===== src/rtl/cache_axi_ctrl.sv =====
// cache_axi_ctrl
// Puts the instruction and data caches onto one AXI3 master port.
// The read channel is shared by both caches. It is granted one burst at a time
// using round-robin priority. The write channel belongs to the data cache only.
// A data-cache read is never granted while a data-cache write is waiting or in
// flight, so a refill cannot read a line before its writeback lands.
//
// Ports
//   clk, rst                    : clock and synchronous active-high reset
//   i_ar*/i_r*                  : I-cache read request and read data
//   d_ar*/d_r*                  : D-cache read request and read data
//   d_aw*/d_w*/d_b*             : D-cache write address, data and response
//   ar*/r*/aw*/w*/b*            : AXI3 master port toward the interconnect
module cache_axi_ctrl (
  input  logic        clk,
  input  logic        rst,
  input  logic [31:0] i_araddr,
  input  logic [7:0]  i_arlen,
  input  logic [1:0]  i_arburst,
  input  logic        i_arvalid,
  output logic        i_arready,
  output logic [31:0] i_rdata,
  output logic        i_rlast,
  output logic        i_rvalid,
  input  logic        i_rready,
  input  logic [31:0] d_araddr,
  input  logic [7:0]  d_arlen,
  input  logic [1:0]  d_arburst,
  input  logic [2:0]  d_arsize,
  input  logic        d_arvalid,
  output logic        d_arready,
  output logic [31:0] d_rdata,
  output logic        d_rlast,
  output logic        d_rvalid,
  input  logic        d_rready,
  input  logic [31:0] d_awaddr,
  input  logic [7:0]  d_awlen,
  input  logic [1:0]  d_awburst,
  input  logic [2:0]  d_awsize,
  input  logic        d_awvalid,
  output logic        d_awready,
  input  logic [31:0] d_wdata,
  input  logic [3:0]  d_wstrb,
  input  logic        d_wlast,
  input  logic        d_wvalid,
  output logic        d_wready,
  output logic        d_bvalid,
  input  logic        d_bready,
  output logic [3:0]  arid,
  output logic [31:0] araddr,
  output logic [3:0]  arlen,
  output logic [2:0]  arsize,
  output logic [1:0]  arburst,
  output logic [1:0]  arlock,
  output logic [3:0]  arcache,
  output logic [2:0]  arprot,
  output logic        arvalid,
  input  logic        arready,
  input  logic [3:0]  rid,
  input  logic [31:0] rdata,
  input  logic [1:0]  rresp,
  input  logic        rlast,
  input  logic        rvalid,
  output logic        rready,
  output logic [3:0]  awid,
  output logic [31:0] awaddr,
  output logic [3:0]  awlen,
  output logic [2:0]  awsize,
  output logic [1:0]  awburst,
  output logic [1:0]  awlock,
  output logic [3:0]  awcache,
  output logic [2:0]  awprot,
  output logic        awvalid,
  input  logic        awready,
  output logic [3:0]  wid,
  output logic [31:0] wdata,
  output logic [3:0]  wstrb,
  output logic        wlast,
  output logic        wvalid,
  input  logic        wready,
  input  logic [3:0]  bid,
  input  logic [1:0]  bresp,
  input  logic        bvalid,
  output logic        bready
);

  typedef enum logic [1:0] {R_IDLE, R_ADDR, R_DATA} r_state_t;
  typedef enum logic [1:0] {W_IDLE, W_ADDR, W_DATA, W_RESP} w_state_t;

  r_state_t r_state, r_next;
  w_state_t w_state, w_next;
  logic     owner, owner_next;   // 0 = I-cache, 1 = D-cache
  logic     last, last_next;     // previous winner; reset to 1 so I wins the first tie
  logic     i_elig, d_elig, grant_d;

  // Read responses carry no useful ID or error information for the caches.
  // Only AXI3 lengths are supported, so the upper length bits are dropped.
  logic unused_bits;
  assign unused_bits = ^{rid, rresp, bid, bresp, i_arlen[7:4], d_arlen[7:4], d_awlen[7:4]};

  // The D-cache may read only while no write of its own is pending.
  // Checking d_awvalid as well closes the one-cycle window before W_ADDR.
  assign i_elig  = i_arvalid;
  assign d_elig  = d_arvalid && (w_state == W_IDLE) && !d_awvalid;
  assign grant_d = d_elig && (!i_elig || !last);

  always_ff @(posedge clk) begin
    if (rst) begin
      r_state <= R_IDLE;
      owner   <= 1'b0;
      last    <= 1'b1;
    end else begin
      r_state <= r_next;
      owner   <= owner_next;
      last    <= last_next;
    end
  end

  always_comb begin
    r_next     = r_state;
    owner_next = owner;
    last_next  = last;
    case (r_state)
      R_IDLE: begin
        if (i_elig || d_elig) begin
          owner_next = grant_d;
          r_next     = R_ADDR;
        end
      end
      R_ADDR: begin
        if (arready) begin
          last_next = owner;
          r_next    = R_DATA;
        end
      end
      R_DATA: begin
        if (rvalid && rlast && (owner ? d_rready : i_rready)) r_next = R_IDLE;
      end
      default: r_next = R_IDLE;
    endcase
  end

  always_comb begin
    arid      = 4'd0;
    araddr    = 32'd0;
    arlen     = 4'd0;
    arsize    = 3'd0;
    arburst   = 2'd0;
    arlock    = 2'd0;
    arcache   = 4'd0;
    arprot    = 3'd0;
    arvalid   = 1'b0;
    i_arready = 1'b0;
    d_arready = 1'b0;
    rready    = 1'b0;
    i_rdata   = 32'd0;
    i_rlast   = 1'b0;
    i_rvalid  = 1'b0;
    d_rdata   = 32'd0;
    d_rlast   = 1'b0;
    d_rvalid  = 1'b0;
    case (r_state)
      R_ADDR: begin
        arvalid   = 1'b1;
        arid      = {3'b000, owner};
        araddr    = owner ? d_araddr : i_araddr;
        arlen     = owner ? d_arlen[3:0] : i_arlen[3:0];
        arsize    = owner ? d_arsize : 3'b010;
        arburst   = owner ? d_arburst : i_arburst;
        i_arready = !owner && arready;
        d_arready = owner && arready;
      end
      R_DATA: begin
        rready = owner ? d_rready : i_rready;
        if (owner) begin
          d_rdata  = rdata;
          d_rlast  = rlast;
          d_rvalid = rvalid;
        end else begin
          i_rdata  = rdata;
          i_rlast  = rlast;
          i_rvalid = rvalid;
        end
      end
      default: ;
    endcase
  end

  always_ff @(posedge clk) begin
    if (rst) w_state <= W_IDLE;
    else     w_state <= w_next;
  end

  always_comb begin
    w_next = w_state;
    case (w_state)
      W_IDLE: if (d_awvalid) w_next = W_ADDR;
      W_ADDR: if (d_awvalid && awready) w_next = W_DATA;
      W_DATA: if (d_wvalid && wready && d_wlast) w_next = W_RESP;
      W_RESP: if (bvalid && d_bready) w_next = W_IDLE;
      default: w_next = W_IDLE;
    endcase
  end

  // Each write channel is passed through only in its own phase, so an early
  // W beat or a late B handshake from the cache cannot leak onto the bus.
  always_comb begin
    awid      = 4'd0;
    awaddr    = 32'd0;
    awlen     = 4'd0;
    awsize    = 3'd0;
    awburst   = 2'd0;
    awlock    = 2'd0;
    awcache   = 4'd0;
    awprot    = 3'd0;
    awvalid   = 1'b0;
    d_awready = 1'b0;
    wid       = 4'd0;
    wdata     = 32'd0;
    wstrb     = 4'd0;
    wlast     = 1'b0;
    wvalid    = 1'b0;
    d_wready  = 1'b0;
    bready    = 1'b0;
    d_bvalid  = 1'b0;
    case (w_state)
      W_ADDR: begin
        awvalid   = d_awvalid;
        awaddr    = d_awaddr;
        awlen     = d_awlen[3:0];
        awsize    = d_awsize;
        awburst   = d_awburst;
        d_awready = awready;
      end
      W_DATA: begin
        wvalid   = d_wvalid;
        wdata    = d_wdata;
        wstrb    = d_wstrb;
        wlast    = d_wlast;
        d_wready = wready;
      end
      W_RESP: begin
        bready   = d_bready;
        d_bvalid = bvalid;
      end
      default: ;
    endcase
  end

endmodule


===== config.mk =====
export PLATFORM = sky130hd
export DESIGN_NAME = cache_axi_ctrl
export DESIGN_NICKNAME = d
export VERILOG_FILES = /design/src/rtl/cache_axi_ctrl.sv
export SDC_FILE = /design/constraint.sdc
export NUM_CORES = 1
export LEC_CHECK = 0
export ABC_AREA = 1
export CORE_AREA = 4 4 176 178
export DETAILED_ROUTE_END_ITERATION = 7
export DIE_AREA = 0 0 180 182
export GPL_ROUTABILITY_DRIVEN = 0
export SLEW_MARGIN = 40
export SYNTH_ARGS = -nofsm -noshare
export SYNTH_HDL_FRONTEND = slang
export SYNTH_SLANG_ARGS = --single-unit

===== constraint.sdc =====
create_clock -name clk -period 1.3 [get_ports clk]
set_input_delay 0.13 -clock clk [delete_from_list [all_inputs] [get_ports clk]]
set_output_delay 0.13 -clock clk [all_outputs]
set_load 0.02 [all_outputs]

==> results.cfg, run 1 <==
[global_routing]
overflow = 0
grt_max_degree = 45
antenna_found_initial = 3
grt_pass1_vias = 4170
track_usage_pct = 8.62
grt_pass1_wl_um = 22800

[worst_setup_path]
r2r_end = owner
endpoint_kind = output port
path_cells = inv_4 > nor2_4 > clkinv_4 > buf_12 > buf_4 > a21oi_4 > buf_6
setup.worst_path.start_class = flop
reg2reg_from = w_state[1]
required_ps = 1170
critical_path_arrival_ps = 1400
criticalPathCategory = reg -> out
path_max_fanout = 8
max_stage_delay_ps = 370
critPathSlowestCell = dfxtp_4
ff2ff_path_depth = 9
ff2ff_setup_slack_ps = -90

[detailed_routing]
ant_nets = 0
drt_iter0_drc = 94
via_per_inst = 3.36
wl_met2_um = 9240
route.detailed.drc = 0
wl_met3_um = 1450
drt-met1-wl_um = 6670
routed.top_layer = met5
wl_um = 17700
vias = 4529
dr.pass1.iters = 4
wl_per_cell_um = 13.1

[clock_tree]
tritoncts = yes
path_clk_slew_ps = 40
clk_path_buf_depth = 2
htreeDepth = 1
numCtsBuffers = 3
postCtsHoldBufs = 0
cts.sinks = 6
root_buffer = clkbuf_16
clock_latency_ps = 240

[run_status]
status = complete, but fails checks
violations = negative setup slack

[sta]
fin_skew_ps = 10.2
finalMaxSlewViolations = 0
timing.fmax_mhz = 654
timing.final.ws_setup_ps = -229
fin_crit_sh_pct = 118
finalSetupViolCount = 199
fin_crit_ps = 1530
finalHoldViolations = 0
whs_ps = 456
rsz0062_at_grt = yes

[floorplanning]
std_cell_rows = 63
die_w_um = 180
start_util_pct = 7.77
ios = 455
die_h_um = 182
die_area_mm2 = 0.0328
coreArea_mm2 = 0.0294

[power_and_ir_drop]
p_leak_nw = 4.27
p_sw_share_pct = 46.6
p_seq_share_pct = 4.1
p_int_mw = 3.86
peakVddDrop_mv = 0.644
switching_power_mw = 3.37
powerDensity_mw_per_mm2 = 897
pwr-share-comb_pct = 88.5
clockPowerShare_pct = 7.3

[worst_hold_path]
hold_end = last
min_path_type = reg -> reg
hp-start = last
whs_path_depth = 2

[cells_and_area]
nets = 1192
syn_to_final_growth_pct = 253
drive_gt1_share_pct = 47.3

[synthesis]
synth_seq_cells = 6
avgSynthCellArea_um2 = 4.43
synth_edf_count = 0
synth.area.top_cells = nand2_1 (30%), inv_1 (21%), nor2_1 (14%)
synth_top_area_share_pct = 29.6
ys.warnings.count = 0
synth_area_mm2 = 0.00228
yosys.cell_count.top_type = nand2_1
synth_ff_type = dfxtp_1
yosys-top-cells-count = nand2_1 (180), inv_1 (126), nor2_1 (84)
synthArstFlopShare_pct = 0
synth_top_cell_by_area = nand2_1
synth_cell_types = 20
synth_cells = 516
yosysSeqAreaShare_pct = 5.26

[place]
io_buffers = 401
hpwlAfterDp_um = 13200
pre_cts_slack_ps = -436

[run]
cap_violations = 0
-- cells by family (layout without fill, tap and decap cells) --
family / count (synthesis) / after routing / share of synthesized area, %
AO/OA/AOI/OAI: 45 / 45 / 9.86
adder cells (fa/ha/maj): 5 / 5 / 2.74
buffers and inverters: 186 / 599 / 36.1
flip-flops: 6 / 6 / 5.26
other: 1 / 30 / 0.164
AND/OR/NAND/NOR: 273 / 273 / 45.9
-- final cells by class --
| cell class | count | area, um2 |
|---|---|---|
| Inverter | 129 | 504 |
| Multi-Input combinational cell | 352 | 2080 |
| Fill cell | 3213 | 21300 |
| Antenna cell | 1 | 2.50 |
| Tap cell | 390 | 488 |
| Sequential cell | 6 | 136 |
| Clock buffer | 3 | 75.1 |
| Timing Repair Buffer | 467 | 4780 |
-- critical path: cells and delay by family, from the launching register on --
kind                   cells  cell delay, ps
buffers and inverters      5             550
DFF                        1             370
and+or+nand+nor            1             130
AOI/OAI and AO/OA          1             110
-- power by group through the flow --
| stage | combinational (mW) | clock [mW] | sequential, mW |
|---|---|---|---|
| 2_1_floorplan | 2.17 | 0 | 0.253 |
| 3_3_place_gp | 4.59 | 0 | 0.254 |
| 3_5_place_dp | 4.60 | 0 | 0.257 |
| 4_1_cts | 4.47 | 0.573 | 0.256 |
| 5_1_grt | 6.83 | 0.574 | 0.307 |
| 6_report | 6.40 | 0.530 | 0.299 |
-- per-layer routing --
| layer | track usage (%) | up-vias |
|---|---|---|
| li1 | - | 2273 |
| met1 | 9.68 | 2003 |
| met2 | 15.5 | 229 |
| met3 | 2.78 | 20 |
| met4 | 2.77 | 4 |
| met5 | 0 | - |
-- state kept, by name, indices dropped and copies added, names as in the netlist --
signal and cells:
last 1, w_state 2, r_state 2, owner 1
-- stage by stage --
stage / total power [mW] / cells / cell area, um2 / util (%) / setup TNS, ps
after global routing: 7.71 / 1347 / 8060 / 27.4 / -39950
after detailed placement: 4.85 / 1306 / 6860 / 23.3 / -70620
after global placement: 4.84 / 1306 / 6860 / 23.3 / -69190
final: 7.23 / 1348 / 8060 / 27.4 / -24180
after CTS: 5.30 / 1314 / 7060 / 24.0 / -55750
after floorplan: 2.43 / 544 / 2400 / - / -5430
-- cell usage in the layout, fill, tap and decap left out, drive strengths merged --
cell	count
clkinv	2
a21oi	42
diode	1
conb	29
nor3	1
o21ai	3
or2	1
nor2	86
dfxtp	6
nand3	3
clkbuf	15
ha	5
inv	127
clkdlybuf4s50	203
nand2	182
buf	252
-- worst max-delay path by stage --
stage          cells past startpoint     endpoint  slack, ps       start
6_report                           7   araddr[13]       -230  r_state[0]
5_1_grt                            7   araddr[29]       -290  r_state[0]
2_1_floorplan                      6    awaddr[0]        -80  w_state[1]
3_3_place_gp                       6    araddr[7]       -440  r_state[1]
4_1_cts                            6  d_rdata[19]       -350  r_state[1]
3_5_place_dp                       6  i_rdata[23]       -440  r_state[1]
-- timing repair --
action                                 CTS  global route
pin swaps                                1            17
cloned                                   2            14
setup endpoints to repair              201           201
buffers inserted                         3            20
gates resized for setup                511           793
endpoints found under the hold margin    0             0
No activity file was read; power rests on OpenSTA's default activity.
==> inputs of run 2 (changes only) <==
--- a/config.mk
+++ b/config.mk
@@ -10,6 +10,7 @@
 export DETAILED_ROUTE_END_ITERATION = 7
 export DIE_AREA = 0 0 180 182
 export GPL_ROUTABILITY_DRIVEN = 0
+export HOLD_SLACK_MARGIN = 0.02
 export SLEW_MARGIN = 40
 export SYNTH_ARGS = -nofsm -noshare
 export SYNTH_HDL_FRONTEND = slang
==> results of run 2 <==
Same layout as run 1: the final DEF is identical, and so are final timing and power.
